$ cat config.mk
export PLATFORM = sky130hd
export DESIGN_NAME = partial_sums_update_unit
export DESIGN_NICKNAME = d
export VERILOG_FILES = /design/src/rtl/polar_sc_pkg.sv /design/src/rtl/polar_generator_row.sv /design/src/rtl/partial_sums_update_unit.sv
export SDC_FILE = /design/constraint.sdc
export NUM_CORES = 1
export LEC_CHECK = 0
export ABC_AREA = 1
export ABC_CLOCK_PERIOD_IN_PS = 1400
export BUFFER_PORTS_ARGS = -buffer_cell sky130_fd_sc_hd__buf_2
export CAP_MARGIN = 20
export CORE_MARGIN = 1.5
export CORE_UTILIZATION = 33
export DETAILED_ROUTE_END_ITERATION = 10
export PLACE_DENSITY = 0.53
export REMOVE_ABC_BUFFERS = 1
export SYNTH_ARGS = -nofsm -noshare
export SYNTH_HDL_FRONTEND = slang
export SYNTH_SLANG_ARGS = --single-unit
$ cat constraint.sdc
create_clock -name clk -period 1.4 [get_ports clk]
set_clock_uncertainty 0.05 [all_clocks]
set_input_delay 0.35 -clock clk [delete_from_list [all_inputs] [get_ports clk]]
set_output_delay 0.35 -clock clk [all_outputs]
set_load 0.005 [all_outputs]
$ cat src/rtl/polar_sc_pkg.sv
// Shared definitions for the polar successive-cancellation datapath:
// partial-sum FSM state encoding and code-length helper.
package polar_sc_pkg;

  typedef enum logic [1:0] {
    StIdle  = 2'd0,
    StAccum = 2'd1,
    StDone  = 2'd2
  } ps_state_e;

  localparam int unsigned DefaultLogN = 3;

  // Code length N = 2**n for a given n.
  function automatic int unsigned code_len(input int unsigned log_n);
    return 32'd1 << log_n;
  endfunction

  localparam int unsigned DefaultN = code_len(DefaultLogN);

endpackage

$ cat src/rtl/polar_generator_row.sv
// Combinational generator of one row of F^(kron n), F = [[1,0],[1,1]]:
// row[j] is set exactly when the bits of j are a subset of the bits of index.
module polar_generator_row
  import polar_sc_pkg::*;
#(
  parameter int unsigned n = 3
) (
  input  logic [n-1:0]      index,
  output logic [2**n-1:0]   row
);

  localparam int N = int'(code_len(n));

  always_comb begin
    row = '0;
    for (int j = 0; j < N; j++) begin
      row[j] = ((index & n'(j)) == n'(j));
    end
  end

endmodule

$ cat src/rtl/partial_sums_update_unit.sv
// Accumulates the partial-sum vector x = u * G_N as decided bits arrive,
// one bit per transfer, and signals frame completion.
module partial_sums_update_unit
  import polar_sc_pkg::*;
#(
  parameter int unsigned n = 3
) (
  input  logic              clk,
  input  logic              rst,
  input  logic              frame_start,
  input  logic              u_valid,
  input  logic              u_bit,
  output logic              u_ready,
  output logic [2**n-1:0]   S,
  output logic [n-1:0]      bit_index,
  output logic              busy,
  output logic              frame_done
);

  localparam int unsigned N = code_len(n);
  localparam logic [n-1:0] LastIdx = n'(N - 1);

  ps_state_e       state_q, state_d;
  logic [N-1:0]    s_q, s_d;
  logic [n-1:0]    idx_q, idx_d;
  logic [N-1:0]    row;

  polar_generator_row #(
    .n(n)
  ) u_row (
    .index(idx_q),
    .row  (row)
  );

  always_comb begin
    state_d = state_q;
    s_d     = s_q;
    idx_d   = idx_q;
    unique case (state_q)
      StIdle: begin
        if (frame_start) begin
          s_d     = '0;
          idx_d   = '0;
          state_d = StAccum;
        end
      end
      StAccum: begin
        // An abort takes priority; a coincident transfer is dropped.
        if (frame_start) begin
          s_d   = '0;
          idx_d = '0;
        end else if (u_valid) begin
          if (u_bit) begin
            s_d = s_q ^ row;
          end
          idx_d = idx_q + n'(1);
          if (idx_q == LastIdx) begin
            state_d = StDone;
          end
        end
      end
      StDone: begin
        if (frame_start) begin
          s_d     = '0;
          idx_d   = '0;
          state_d = StAccum;
        end else begin
          state_d = StIdle;
        end
      end
      default: state_d = StIdle;
    endcase
  end

  always_ff @(posedge clk) begin
    if (rst) begin
      state_q <= StIdle;
      s_q     <= '0;
      idx_q   <= '0;
    end else begin
      state_q <= state_d;
      s_q     <= s_d;
      idx_q   <= idx_d;
    end
  end

  assign S          = s_q;
  assign bit_index  = idx_q;
  assign u_ready    = (state_q == StAccum);
  assign busy       = (state_q == StAccum);
  assign frame_done = (state_q == StDone);

endmodule

==> flow_metrics.tcl <==
set metrics [dict create \
    critical_path_class "reg -> out" \
    netlist_instances 116 \
    crit_path_cell_trace "buf_4 > buf_2" \
    synth_largest_area_cell "dfxtp_1" \
    drt_iter0_markers 10 \
    drt-vias-per-instance 4.46 \
    synthTopCellsByArea "dfxtp_1 35%, nand2_1 16%, a21oi_1 10%" \
    outcome "finished, final reports clean" \
    max_stage_delay_ns 0.35 \
    grt_pass1_vias 621 \
    antenna_found_initial 0 \
    critPathArrivalTime_ns 0.91 \
    r2r-start "state_q[0]" \
    dr.pass1.iters 4 \
    max_freq_ghz 0.764 \
    final_nets 148 \
    ctsHoldBuffers 0 \
    drc 0 \
    vias 750 \
    num_rows 17 \
    yosysWarnings 0 \
    grt.overflow.total 0 \
    relSlewSlack_pct 85.7 \
    detailedPlacementHpwl_um 1220 \
    wirelength_um 1670 \
    ctsResizeCount 0 \
    numCtsBuffers 3 \
    initial_core_util_pct 34.6 \
    cts_tree "done" \
    fin_crit_sh_pct 93.6 \
    path_max_fanout 8 \
    final_cell_mix "31 x nand2_1, 18 x buf_2, 16 x inv_1, 15 x a21oi_1, 13 x nor2_1" \
    crit_family "flip-flops" \
    worstPathRequired_ns 1.00 \
    fp.dieH_um 50.7 \
    critPathCaptureType "output port" \
    grt_pass1_wl_um 2870 \
    area_delta_synth_final_pct 24.0 \
    timing.final.max_slew_violations 0 \
    final_common_cell "nand2_1" \
    tightest_slew_ns 0.214 \
    critPathBufInv 2 \
    avgSynthCellArea_sq_um 6.47 \
    die_width_um 50.7 \
    ant_nets 0 \
    irDropWorstVdd_mv 0.639 \
    hp-start "u_valid" \
    yosysSeqAreaShare_pct 34.7 \
    core_area_sq_um 2170 \
    htreeDepth 1 \
    drive_above_1_share_pct 27.1 \
    fin_crit_ns 1.31 \
    setup_viol 0 \
    cap_viol_max_count 0 \
    post-cts-setup-buffers 0 \
    finish.utilization_pct 42.9 \
    path_clk_slew_ns 0.08 \
    place_area_sq_um 895 \
    leakage_uw 0.000445 \
    pin_count 19 \
    start_kind "flip-flop" \
    p_per_area_nw_per_um2 875 \
    syn_area_sq_um 751 \
    routedWlPerCell_um 9.91 \
    cts.sinks 13 \
    grt_start_max_net_pins 11 \
    insertion_delay_ns 0.28 \
    diodes 0 \
    place_congestion 0.771 \
    ys_ff_latch 13 \
    hold_class "in -> reg" \
    holdWs_ns 0.328 \
    cts_buffer_depth 2 \
    final_area_sq_um 931 \
    synth_top_area_share_pct 34.7 \
    rsz0062_at_grt "false" \
    cp_slowest_cell "dfxtp_1" \
    hold_viol 0 \
    tns_ns 0 \
    critical_path.startpoint "bit_index[2]" \
    grt_usage_pct 14.9 \
    die_area_sq_um 2570 \
    ys_types 18 \
    io_buffers 18 \
    root_buffer "clkbuf_4" \
]
-- worst register-to-register path, cell delays in order, from the launching register on --
cell and delay, ns:
dfxtp_2 0.35, inv_2 0.15, nand2_1 0.09, nand2_2 0.14, nand3_4 0.16, o21ai_1 0.16
nor2_1 0.05
-- metal layers --
layer,share of wire [%],global-route usage (%)
met1,49,19.3
met2,46,23.2
met3,4.5,6.25
met4,0,2.70
met5,0,0
-- sequential cells by signal, summed over array words and instances (netlist names) --
| signal | cells |
|---|---|
| state_q | 2 |
| bit_index | 3 |
| S | 8 |
-- power breakdown --
part,switching [uW],internal [uW]
clock,123,111
combinational,111,69.0
sequential,13.9,387
total,248,566
-- cell type report --
cell class              instances  area (sq um)
fillers                       251          1240
multi-input cells              82           413
flip-flops and latches         13           265
repair buffers                 22           120
inverters                      19          71.3
well taps                      28          35.0
clock buffers                   4          26.3
-- Yosys cell counts --
cell type	number
nand2_2	1
a21oi_1	15
nor2_1	13
buf_4	1
dfxtp_1	13
nand3_1	8
o21ai_1	1
and3_1	1
nor3_1	4
nand2_1	32
nand3_2	1
inv_2	2
nand2_4	1
ha_1	2
nand3_4	1
nor2_4	2
clkbuf_1	1
inv_1	17
-- metrics by stage --
| step | power (uW) | cells | setup slack [ns] |
|---|---|---|---|
| global placement | 592 | 164 | 0.0678 |
| CTS | 826 | 168 | 0.0116 |
| detailed placement | 590 | 164 | 0.0602 |
| finish | 815 | 168 | 0.0903 |
| floorplan | 520 | 114 | 0.115 |
| global route | 869 | 168 | 0.00356 |
-- path summary, 6_finish.rpt --
check	endpoint	slack [ns]	depth (start not counted)
max	bit_index[2]	0.09	2
min	state_q[1]	0.33	3
min reg2reg	state_q[1]	0.41	1
max reg2reg	S[0]	0.16	6
-- cell families after synthesis --
logic type,count (synthesis),synth area share (%)
fa+ha+maj,2,3.33
compound gates,16,10.7
simple gates,64,40.3
buf+inv,21,11.0
flops,13,34.7
(Power assumes the default switching activity.)
